$ cat src/rtl/muldiv_pkg.sv
// muldiv_pkg
// Shared constants for the multiply/divide sequencer: FSM state encodings,
// operation select encodings and the default watchdog limit.
package muldiv_pkg;

    localparam logic [2:0] ST_IDLE   = 3'd0;
    localparam logic [2:0] ST_LAUNCH = 3'd1;
    localparam logic [2:0] ST_WAIT   = 3'd2;
    localparam logic [2:0] ST_WRITE  = 3'd3;
    localparam logic [2:0] ST_DZERO  = 3'd4;
    localparam logic [2:0] ST_TOUT   = 3'd5;

    localparam logic OP_MULT = 1'b0;
    localparam logic OP_DIV  = 1'b1;

    localparam int MAX_CYCLES_DEF = 40;

endpackage

$ cat src/rtl/muldiv_sequencer.sv
// muldiv_sequencer
// Sequences the iterative multiplier/divider for the control unit: accepts a
// start request, screens divide-by-zero, launches the selected unit, waits for
// its completion under a watchdog, then drives the HI/LO write and done.
//
// Ports:
//   clk         system clock, rising edge
//   reset       asynchronous active-high reset
//   start       request pulse, sampled only in IDLE
//   op          0 = mult, 1 = div, sampled with start
//   operand_b   divisor, sampled with start
//   unit_done   completion strobe from the launched unit (honoured in WAIT only)
//   mult_start  one-cycle multiplier launch
//   div_start   one-cycle divider launch
//   hi_src      HI mux select (0 mult, 1 div)
//   lo_src      LO mux select (0 mult, 1 div)
//   hilo_write  HI/LO register write-enable
//   busy        high in every state except IDLE
//   done        one-cycle completion pulse (success, div-zero or timeout)
//   div_zero    one-cycle divide-by-zero pulse
//   timeout     one-cycle watchdog abort pulse
//
// state  | meaning
// IDLE   | waiting for start
// LAUNCH | pulse start to the selected unit, clear watchdog
// WAIT   | unit running, watchdog counting
// WRITE  | capture result into HI/LO, signal done
// DZERO  | divisor was zero, signal exception and done
// TOUT   | unit never finished, signal abort and done
module muldiv_sequencer
    import muldiv_pkg::*;
#(
    parameter int MAX_CYCLES = MAX_CYCLES_DEF,
    parameter int CNT_W      = 6
) (
    input  logic        clk,
    input  logic        reset,
    input  logic        start,
    input  logic        op,
    input  logic [31:0] operand_b,
    input  logic        unit_done,
    output logic        mult_start,
    output logic        div_start,
    output logic        hi_src,
    output logic        lo_src,
    output logic        hilo_write,
    output logic        busy,
    output logic        done,
    output logic        div_zero,
    output logic        timeout
);

    localparam logic [CNT_W-1:0] CNT_LIMIT = CNT_W'(MAX_CYCLES - 1);

    logic [2:0]       state;
    logic             op_q;
    logic [CNT_W-1:0] cnt;

    always_ff @(posedge clk or posedge reset) begin
        if (reset) begin
            state <= ST_IDLE;
            op_q  <= OP_MULT;
            cnt   <= '0;
        end else begin
            case (state)
                ST_IDLE: begin
                    if (start) begin
                        op_q <= op;
                        if (op == OP_DIV && operand_b == 32'd0)
                            state <= ST_DZERO;
                        else
                            state <= ST_LAUNCH;
                    end
                end
                ST_LAUNCH: begin
                    cnt   <= '0;
                    state <= ST_WAIT;
                end
                ST_WAIT: begin
                    cnt <= cnt + CNT_W'(1);
                    // completion takes priority over the watchdog limit
                    if (unit_done)
                        state <= ST_WRITE;
                    else if (cnt == CNT_LIMIT)
                        state <= ST_TOUT;
                end
                ST_WRITE, ST_DZERO, ST_TOUT: state <= ST_IDLE;
                default: state <= ST_IDLE;
            endcase
        end
    end

    logic src_active;
    assign src_active = (state == ST_LAUNCH) || (state == ST_WAIT) || (state == ST_WRITE);

    assign mult_start = (state == ST_LAUNCH) && (op_q == OP_MULT);
    assign div_start  = (state == ST_LAUNCH) && (op_q == OP_DIV);
    assign hi_src     = src_active && op_q;
    assign lo_src     = src_active && op_q;
    assign hilo_write = (state == ST_WRITE);
    assign busy       = (state != ST_IDLE);
    assign done       = (state == ST_WRITE) || (state == ST_DZERO) || (state == ST_TOUT);
    assign div_zero   = (state == ST_DZERO);
    assign timeout    = (state == ST_TOUT);

endmodule

$ cat config.mk
export PLATFORM = sky130hd
export DESIGN_NAME = muldiv_sequencer
export DESIGN_NICKNAME = d
export VERILOG_FILES = /design/src/rtl/muldiv_pkg.sv /design/src/rtl/muldiv_sequencer.sv
export SDC_FILE = /design/constraint.sdc
export NUM_CORES = 1
export LEC_CHECK = 0
export ABC_AREA = 0
export CAP_MARGIN = 20
export CORE_MARGIN = 2
export CORE_UTILIZATION = 30
export CTS_BUF_LIST = sky130_fd_sc_hd__clkbuf_4
export DETAILED_ROUTE_END_ITERATION = 8
export PLACE_DENSITY = 0.77
export RECOVER_POWER = 100
export SLEW_MARGIN = 30
export SYNTH_ARGS = -nofsm -noshare
export SYNTH_HDL_FRONTEND = slang
export SYNTH_SLANG_ARGS = --single-unit
$ cat constraint.sdc
create_clock -name clk -period 2.8 [get_ports clk]
set_input_delay 0.28 -clock clk [delete_from_list [all_inputs] [get_ports clk]]
set_output_delay 0.28 -clock clk [all_outputs]
set_load 0.02 [all_outputs]
==> reports/results.md <==
- clock buffer depth: 2
- cell at the slowest stage of the critical path: dlygate4sd3_1
- leftover overflow at the end of global routing: 0
- number of standard cells in the layout, taps in and fillers out: 152
- Inst Count DP: 148
- path type of the worst min-delay path: primary input to asynchronous set/reset pin
- gp weighted congestion: 0.7527
- root cell of the clock tree: clkbuf_4
- total global-route track usage: 15.98%
- fin crit period: 2.412 ns
- launching element type of the critical path: flop
- TritonCTS clock tree: built
- Cell Int Power: 452.4 uW
- number of vias in the routed layout: 755
- Synth Cell Area: 671.9 sq um
- Seq cells post-synth: 10
- Crit. path cell count: 3
- transition at the pin with the smallest max-transition slack: 0.3721 ns
- net count of the mapped netlist: 117
- Final period util: 86.13%
- Data required, critical path: 2.52 ns
- initial antenna violation count: 0
- wire length of the first global-routing pass: 3070 microns
- worst endpoint data arrival time: 2.13 ns
- adder-cell share of the synthesized area: 1.862%
- maximum clock rate: 414.6 MHz
- vias in the first global route: 757
- portion of total power attributed to the clock network: 13.5%
- simple-gate share of the synthesized area: 38.73%
- pre-CTS setup slack: 0.7381 ns
- via/cell ratio: 4.967
- synthesized-area fraction occupied by xor and xnor cells: 0%
- area of the die: 2634 sq um
- Max Transition Viols Final: 0
- post-route cell area: 1151 sq um
- Yosys cell types: 35
- Buffers on Ports: 45
- sequential share of the synthesized area: 37.24%
- DP HPWL: 1490 microns
- utilization after layout: 53.06%
- mean post-synth cell area: 8.505 sq um
- dominant combinational cell family by area after synthesis: simple AND/OR/NAND/NOR gates
- proportion of power drawn by flip-flops and latches: 32.5%
- Initial Utilization: 30.97%
- Detailed Route WL: 1752 microns
- RSZ-0062 raised after global routing: false
- Rel. slew slack: 75.17%
- result of the run: completed
- count of maximum capacitance violations: 0
- number of buffers created by CTS: 3
- final-layout worst hold slack: 0.4181 ns
- critical path endpoint category: output pin
- post_cts resized: 0
- worst path bufs/invs: 1
- cell count after synthesis: 79
- worst vdd ir: 0.3137 mV
- category of the critical setup timing path: flop to output pin
- die height: 51.33 microns
- crit-path max cell delay: 0.68 ns
- maximum number of pins on one net before global-route repair: 11
- Antenna Violating Nets Remaining: 0
- Leakage Power: 0.4945 nW
- post-layout worst setup margin: 0.3883 ns
- floorplan die width: 51.33 microns
- Psw: 328.4 uW
- floorplan core area: 2170 sq um
- number of iterations in the first detailed-routing pass: 4
- number of core rows: 17
- biggest fanout along the worst timing path: 10
- postcts setup bufs: 0
- critical path, cell by cell: or3b_2 -> nor2_1 -> dlygate4sd3_1
- Cell Area, Placed: 1130 sq um
- count of clock tree sinks: 10
- post-synthesis compound-gate area fraction: 12.66%
- final clock skew: 0.0006071 ns
- most frequent cells in the layout: 35 x clkdlybuf4s50_1, 11 x nor2_1, 10 x dfrtp_1, 10 x dlygate4sd3_1
- share of cells above drive strength 1: 8.065%
- family with the most delay on the worst path: simple AND/OR/NAND/NOR gates
- switching fraction of total power: 42.06%
- post-detailed-route wirelength per cell: 11.53 microns
- number of setup violations in the final report: 0
- Power, Total: 780.8 uW
- number of placed I/O pins: 46
- Warnings, synthesis: 0
- count of routing violations after the opening detailed-route iteration: 5
- PwrDens: 678.3 nW/um^2
- worst-skew pair later-pin latency: 0.27 ns
- most common cell after layout, fill and taps aside: clkdlybuf4s50_1
- Antenna Cells: 0
- path depth of the worst reg2reg path: 3
- mux contribution to synthesized area: 3.166%
- area overhead of the layout relative to synthesis: 71.32%
- total DRC errors in the routed layout: 0
- Total Neg Setup Slack: 0 ns
- CTS clk-pin slew, worst paths: 0.07 ns
- Hold Buf Count CTS: 0
- Hold Vio Cnt, Final: 0
- number of levels in the clock H-tree: 1
- power share of the combinational group: 54.0%
- Final Net Count: 163
sequential cells by signal, summed over array words and instances (netlist names):
signal,count
state,3
op_q,1
cnt,6
kinds of logic after synthesis:
| group | Yosys count |
|---|---|
| AOI/OAI and AO/OA | 12 |
| adders and majority gates | 1 |
| buffers and inverters | 8 |
| DFF | 10 |
| muxes | 2 |
| and+or+nand+nor | 46 |
layer usage:
metal	up-vias	part of all wire, %	GRT usage, %
li1	376	-	-
met1	334	41	19.53
met2	40	47	24.89
met3	5	9.6	3.801
met4	0	2.3	10.53
met5	-	0	0
path summary, 6_finish.rpt:
kind / start / end / slack [ns]
worst max-delay path: state[2]$_DFFE_PP0P_ / div_start / 0.39
worst min-delay path: reset / cnt[3]$_DFFE_PP0P_ / 0.42
worst max register to register: state[2]$_DFFE_PP0P_ / state[2]$_DFFE_PP0P_ / 1.06
worst min register to register: cnt[5]$_DFFE_PP0P_ / cnt[5]$_DFFE_PP0P_ / 0.48
max in group asynchronous: reset / state[0]$_DFFE_PP0P_ / 2.12
min in group clk: cnt[5]$_DFFE_PP0P_ / cnt[5]$_DFFE_PP0P_ / 0.48
synthesized netlist by cell type:
cell	count	share of area, %
inv_1	4	2.2
mux2i_1	1	1.5
o22ai_1	1	0.93
o31ai_1	1	1.1
nand2b_1	3	2.8
nor4_1	6	5.6
nor3b_1	2	2.2
or3b_2	2	2.6
and3_1	1	0.93
o21ai_0	2	1.5
ha_1	1	1.9
a21oi_1	2	1.5
a31oi_1	1	0.93
o211ai_1	1	1.1
or3_2	1	1.1
nor3_1	2	1.5
a21o_1	1	1.1
nor4b_1	1	1.3
buf_4	1	1.1
mux2_2	1	1.7
nand4_1	2	1.9
clkbuf_1	1	0.56
or4_4	1	1.7
o22a_1	1	1.3
nand3_1	5	3.7
a211oi_2	1	1.9
a31o_2	1	1.3
or3_4	1	1.7
nor2_1	11	6.1
nand2_1	6	3.4
or2b_1	1	1.1
dfrtp_1	10	37
buf_6	1	1.7
nand3b_1	1	1.1
buf_2	1	0.74
worst reg2reg max path: cells and delay by family, from the launching register on:
| family | cells | cell delay [ns] |
|---|---|---|
| AOI/OAI and AO/OA | 1 | 0.21 |
| DFF | 1 | 0.48 |
| and+or+nand+nor | 2 | 0.97 |
power by group through the flow:
stage	clock network [mW]	logic, mW	registers (mW)
after global routing	0.117	0.469	0.266
after floorplan	0	0.304	0.235
after detailed placement	0	0.453	0.256
final	0.105	0.422	0.254
after global placement	0	0.449	0.251
after CTS	0.110	0.456	0.253
cell type report:
cell class | count | area, sq um
sequential | 10 | 250.2
tap | 28 | 35.03
inverter | 4 | 15.01
clock buffer | 3 | 22.52
clock inverter | 1 | 3.754
multi-input combinational | 61 | 374.1
fill | 209 | 1018
timing repair buffer | 45 | 450.4
(Power assumes the default switching activity.)
==> RTL edit 1 (same flow settings) <==
Change the parameter `CNT_W` from 6 to 12.
--- a/src/rtl/muldiv_sequencer.sv
+++ b/src/rtl/muldiv_sequencer.sv
@@ -32,5 +32,5 @@
 #(
     parameter int MAX_CYCLES = MAX_CYCLES_DEF,
-    parameter int CNT_W      = 6
+    parameter int CNT_W      = 12
 ) (
     input  logic        clk,
Check against the original RTL: same outputs for any inputs over 10 cycles, from zero or initial values and one cycle with reset high; that may be too few to reach the edited logic, so the function may still have changed.
==> RTL edit 1 against the original RTL <==
Final cell count increased by 30%; sequential power increased by 30%; register-to-register slack got worse by 0.15 ns; cell area increased by 26%; power increased by 12%; routed wire length increased by 51%; combinational power decreased by 1%; area after synthesis increased by 40%; sequential cell count increased by 6; worst setup slack got worse by 0.029 ns; first-iteration DRC count increased to 7.0 times the old value; critical path depth unchanged.
==> RTL edit 1: results (changes against the original RTL) <==
Outcome
  – Status: complete, no violations

Placed design
  – Place WS: 0.746 ns (+0.00807 ns)
  – Routability cong.: 0.802 (+6.6%)
  – DP Area: 0.00144 mm^2 (+27%)

Global routing
  – Vias in the first global route: 1053 (+39%)
  – GR Util All Layers: 0.172 (+0.0122)
  – Largest net degree at the start of global routing: 17 (+6)
  – First-pass GRT wire length: 4630 um (+51%)

Power
  – Max VDD drop: 222 uV (-29%)
  – Leak Pwr: 0.000601 uW (+21%)

Synthesis
  – Post-Syn Nets: 144 (+23%)
  – Synth Area per Inst: 8.88 um^2 (+4.4%)
  – Synth Area in Compound Gates: 0.149 (+0.0223)
  – Synth top cells by count: dfrtp_1 (16), nand2_1 (10), nor2_1 (9)
  – Sequential area share after synthesis: 0.426 (+0.0531)
  – Mux contribution to synthesized area: 0.0439 (+0.0122)
  – Post-Synth Adder-Cell Area: 0.0133 (-0.00532)
  – Synth unique cells: 36 (+2.9%)
  – Largest cells by area after synthesis: dfrtp_1 (43%), nor4_1 (5.3%), o21ai_0 (4.3%)

Detailed routing
  – Initial DRC Count: 35 (+30)
  – Routed len/inst: 13.4 um (+17%)
  – DRT Pass-1 Iters: 5 (+1)
  – Vias/cell: 5.21 (+4.9%)

Worst setup path
  – WP data arrival: 2.16 ns (+0.03 ns)

STA
  – Rel. slew slack: 0.586 (-0.166)
  – Setup Skew: 0.00698 ns (+0.00638 ns)

Cells and area
  – Fillers: 291 (+39%)
  – Fin cells: 197 (+30%)
  – Share of cells above drive strength 1: 0.0327 (-0.0480)
  – Largest regs: cnt x12, state x3, op_q x1
  – Nets: 192 (+18%)

Clock network
  – Clock Latency Late Sink: 0.29 ns (+0.02 ns)
  – Worst-path clk slew: 0.10 ns (+0.03 ns)
## RTL edit 1: worst paths after layout
| kind | slack (ns) | to | depth (start not counted) | from |
|---|---|---|---|---|
| max reg2reg | 0.91 | cnt[11]$_DFFE_PP0P_ | 4 | state[2]$_DFFE_PP0P_ |
| min reg2reg | 0.52 | cnt[9]$_DFFE_PP0P_ | 1 | cnt[9]$_DFFE_PP0P_ |
| max in group asynchronous | 1.91 | cnt[5]$_DFFE_PP0P_ | 2 | reset |
| min | 0.49 | op_q$_DFFE_PP0P_ | 2 | reset |
| min in group clk | 0.52 | cnt[9]$_DFFE_PP0P_ | 1 | cnt[9]$_DFFE_PP0P_ |
| max | 0.36 | mult_start | 3 | state[1]$_DFFE_PP0P_ |
## RTL edit 1: layer usage
layer / share of wire / vias to the layer above / routed length (um) / global-route usage
met4: 0.022 / 0 / 58 / 0.0635
li1: - / 490 / - / -
met1: 0.42 / 506 / 1120 / 0.202
met5: 0 / - / 0 / 0
met2: 0.52 / 26 / 1380 / 0.300
met3: 0.034 / 4 / 91 / 0.0433
## RTL edit 1: layout make-up
cell class,instances,area [um^2],area share
clock buffer,3,22.5,0.0155
sequential,16,400,0.276
clock inverter,1,3.75,0.00259
inverter,6,22.5,0.0155
timing repair buffer,46,454,0.313
multi-input combinational,81,492,0.339
tap,44,55.1,0.0380
## RTL edit 1: kinds of logic after synthesis
logic type | Yosys count
simple gates | 56
flops | 16
buf+inv | 9
mux | 4
fa+ha+maj | 1
compound gates | 20
## RTL edit 1: worst reg2reg max path: stages (launching register included)
cell and delay, ns:
dfrtp_1 0.45, or3b_1 0.52, or2_0 0.32, o311ai_0 0.35
o41ai_1 0.13
## RTL edit 1: where the power goes
part	switching, uW	internal [uW]
logic	221	194
clock network	77.7	51.8
registers	55.5	276
==> RTL edit 2 (same flow settings) <==
Without the edit above. Add an input register stage for `start`, `op`, `operand_b` and `unit_done`, without a reset; this delays them by one clock.
--- a/src/rtl/muldiv_sequencer.sv
+++ b/src/rtl/muldiv_sequencer.sv
@@ -53,4 +53,16 @@
     localparam logic [CNT_W-1:0] CNT_LIMIT = CNT_W'(MAX_CYCLES - 1);
 
+    logic start_q;
+    logic op_r;
+    logic [31:0] operand_b_q;
+    logic unit_done_q;
+
+    always_ff @(posedge clk) begin
+        start_q     <= start;
+        op_r        <= op;
+        operand_b_q <= operand_b;
+        unit_done_q <= unit_done;
+    end
+
     logic [2:0]       state;
     logic             op_q;
@@ -65,7 +77,7 @@
             case (state)
                 ST_IDLE: begin
-                    if (start) begin
-                        op_q <= op;
-                        if (op == OP_DIV && operand_b == 32'd0)
+                    if (start_q) begin
+                        op_q <= op_r;
+                        if (op_r == OP_DIV && operand_b_q == 32'd0)
                             state <= ST_DZERO;
                         else
@@ -80,5 +92,5 @@
                     cnt <= cnt + CNT_W'(1);
                     // completion takes priority over the watchdog limit
-                    if (unit_done)
+                    if (unit_done_q)
                         state <= ST_WRITE;
                     else if (cnt == CNT_LIMIT)
Function: changed (Yosys sat finds a counterexample within 4 cycles, from zero or initial values and one cycle with reset high).
==> RTL edit 2 against the original RTL <==
Routed wire length up 18%; combinational power down 18%; cell area up 62%; power up 81%; area after synthesis up 96%; sequential cell count up 35; worst setup slack better by 0.047 ns.
==> RTL edit 2: results (changes against the original RTL) <==
Outcome
  – Status: complete, no violations

Detailed routing
  – Routed via count: 902 (+19%)
  – Initial DRC Count: 28 (+23)
  – Routed WL: 2070 um (+18%)
  – Routed len/inst: 9.84 um (-15%)

Clock network
  – Post-CTS sizing: 0 (unchanged)
  – Clock Latency Late Sink: 0.34 ns (+0.07 ns)
  – Worst-path clk slew: 0.12 ns (+0.05 ns)
  – Cts bufs inserted: 5 (+2)

Placed design
  – DP Area: 0.00182 mm^2 (+61%)
  – IO buf count: 45 (unchanged)
  – Detailed Place HPWL: 1650 um (+11%)
  – Routability cong.: 0.787 (+4.6%)

STA
  – Rel. slew slack: 0.691 (-0.0606)
  – Setup Skew: 0.00378 ns (+0.00317 ns)

Cells and area
  – Share of cells above drive strength 1: 0.0570 (-0.0237)
  – Fillers: 405 (+94%)
  – Nets: 195 (+20%)

Synthesis
  – Largest cells by area after synthesis: dfxtp_1 (53%), dfrtp_1 (19%), nor4_1 (2.8%)
  – Post-Syn Nets: 145 (+24%)
  – Sequential area share after synthesis: 0.721 (+0.349)
  – Synth unique cells: 31 (-11%)
  – Synth Area per Inst: 12.3 um^2 (+45%)
  – Ys async rst share: 0.222 (-0.778)
  – Synth top cells by count: dfxtp_1 (35), dfrtp_1 (10), nor2_1 (8)

Global routing
  – GR Util All Layers: 0.0950 (-0.0648)
  – First-pass GRT wire length: 3680 um (+20%)
  – Vias in the first global route: 861 (+14%)
  – Largest net degree at the start of global routing: 16 (+5)

Power
  – Max VDD drop: 373 uV (+19%)
  – Leak Pwr: 0.000773 uW (+56%)

Worst setup path
  – Critical path peak fanout: 8 (-2)
  – WP data arrival: 2.08 ns (-0.05 ns)
[RTL edit 2: changes by cell type in the layout (fill, tap and decap cells not counted), moves of 2 or more]
cell             before  now
clkbuf_4              3    5
clkdlybuf4s50_1      35    0
dfxtp_1               0   35
dlygate4sd3_1        10   45
nor2_1               11    8
nor3_1                2    4
o21ai_0               2    7
[RTL edit 2: cell type report]
type | instances | area [um^2] | share of cell area
flip-flops and latches | 45 | 951 | 0.510
repair buffers | 45 | 450 | 0.241
multi-input cells | 56 | 328 | 0.176
well taps | 52 | 65.1 | 0.0349
clock buffers | 5 | 37.5 | 0.0201
clock inverters | 3 | 18.8 | 0.0101
inverters | 4 | 15.0 | 0.00805
[RTL edit 2: cell families after synthesis]
kind of cell | Yosys count | synth area share
mux | 1 | 0.00854
fa+ha+maj | 1 | 0.00949
simple gates | 42 | 0.188
compound gates | 12 | 0.0522
buf+inv | 6 | 0.0209
flops | 45 | 0.721
[RTL edit 2: through the flow]
stage	hold WS [ns]	setup WS, ns
finish	0.332	0.435
global route	0.348	0.339
CTS	0.195	0.449
detailed placement	0.480	0.851
global placement	0.480	0.885
floorplan	0.120	1.12
[RTL edit 2: report_power, final]
group          internal (uW)  leakage (uW)  switching, uW
Combinational            172      0.000313            172
Clock                   99.1     0.0000336            196
Sequential               713      0.000427           61.6
[RTL edit 2: critical path, cell delays in order, from the launching register on]
cell and delay [ns]:
dfrtp_1 0.47, or3b_1 0.49, nor2_1 0.12, dlygate4sd3_1 0.67
[RTL edit 2: routing by layer]
layer	vias up	wire length, um	track usage
li1	471	-	-
met1	389	950	0.117
met2	37	888	0.142
met3	5	190	0.0462
met4	0	37	0.0385
met5	-	0	0
[RTL edit 2: final timing paths]
| check | cells past startpoint | start | slack, ns | endpoint |
|---|---|---|---|---|
| worst max-delay path | 3 | state[2]$_DFFE_PP0P_ | 0.44 | div_start |
| worst min-delay path | 2 | reset | 0.33 | op_q$_DFFE_PP0P_ |
| worst max register to register | 4 | state[1]$_DFFE_PP0P_ | 1.19 | cnt[5]$_DFFE_PP0P_ |
| worst min register to register | 1 | op_r$_DFF_P_ | 0.50 | op_q$_DFFE_PP0P_ |
| max in group asynchronous | 2 | reset | 2.21 | state[2]$_DFFE_PP0P_ |
| min in group clk | 1 | operand_b[6] | 0.47 | operand_b_q[6]$_DFF_P_ |
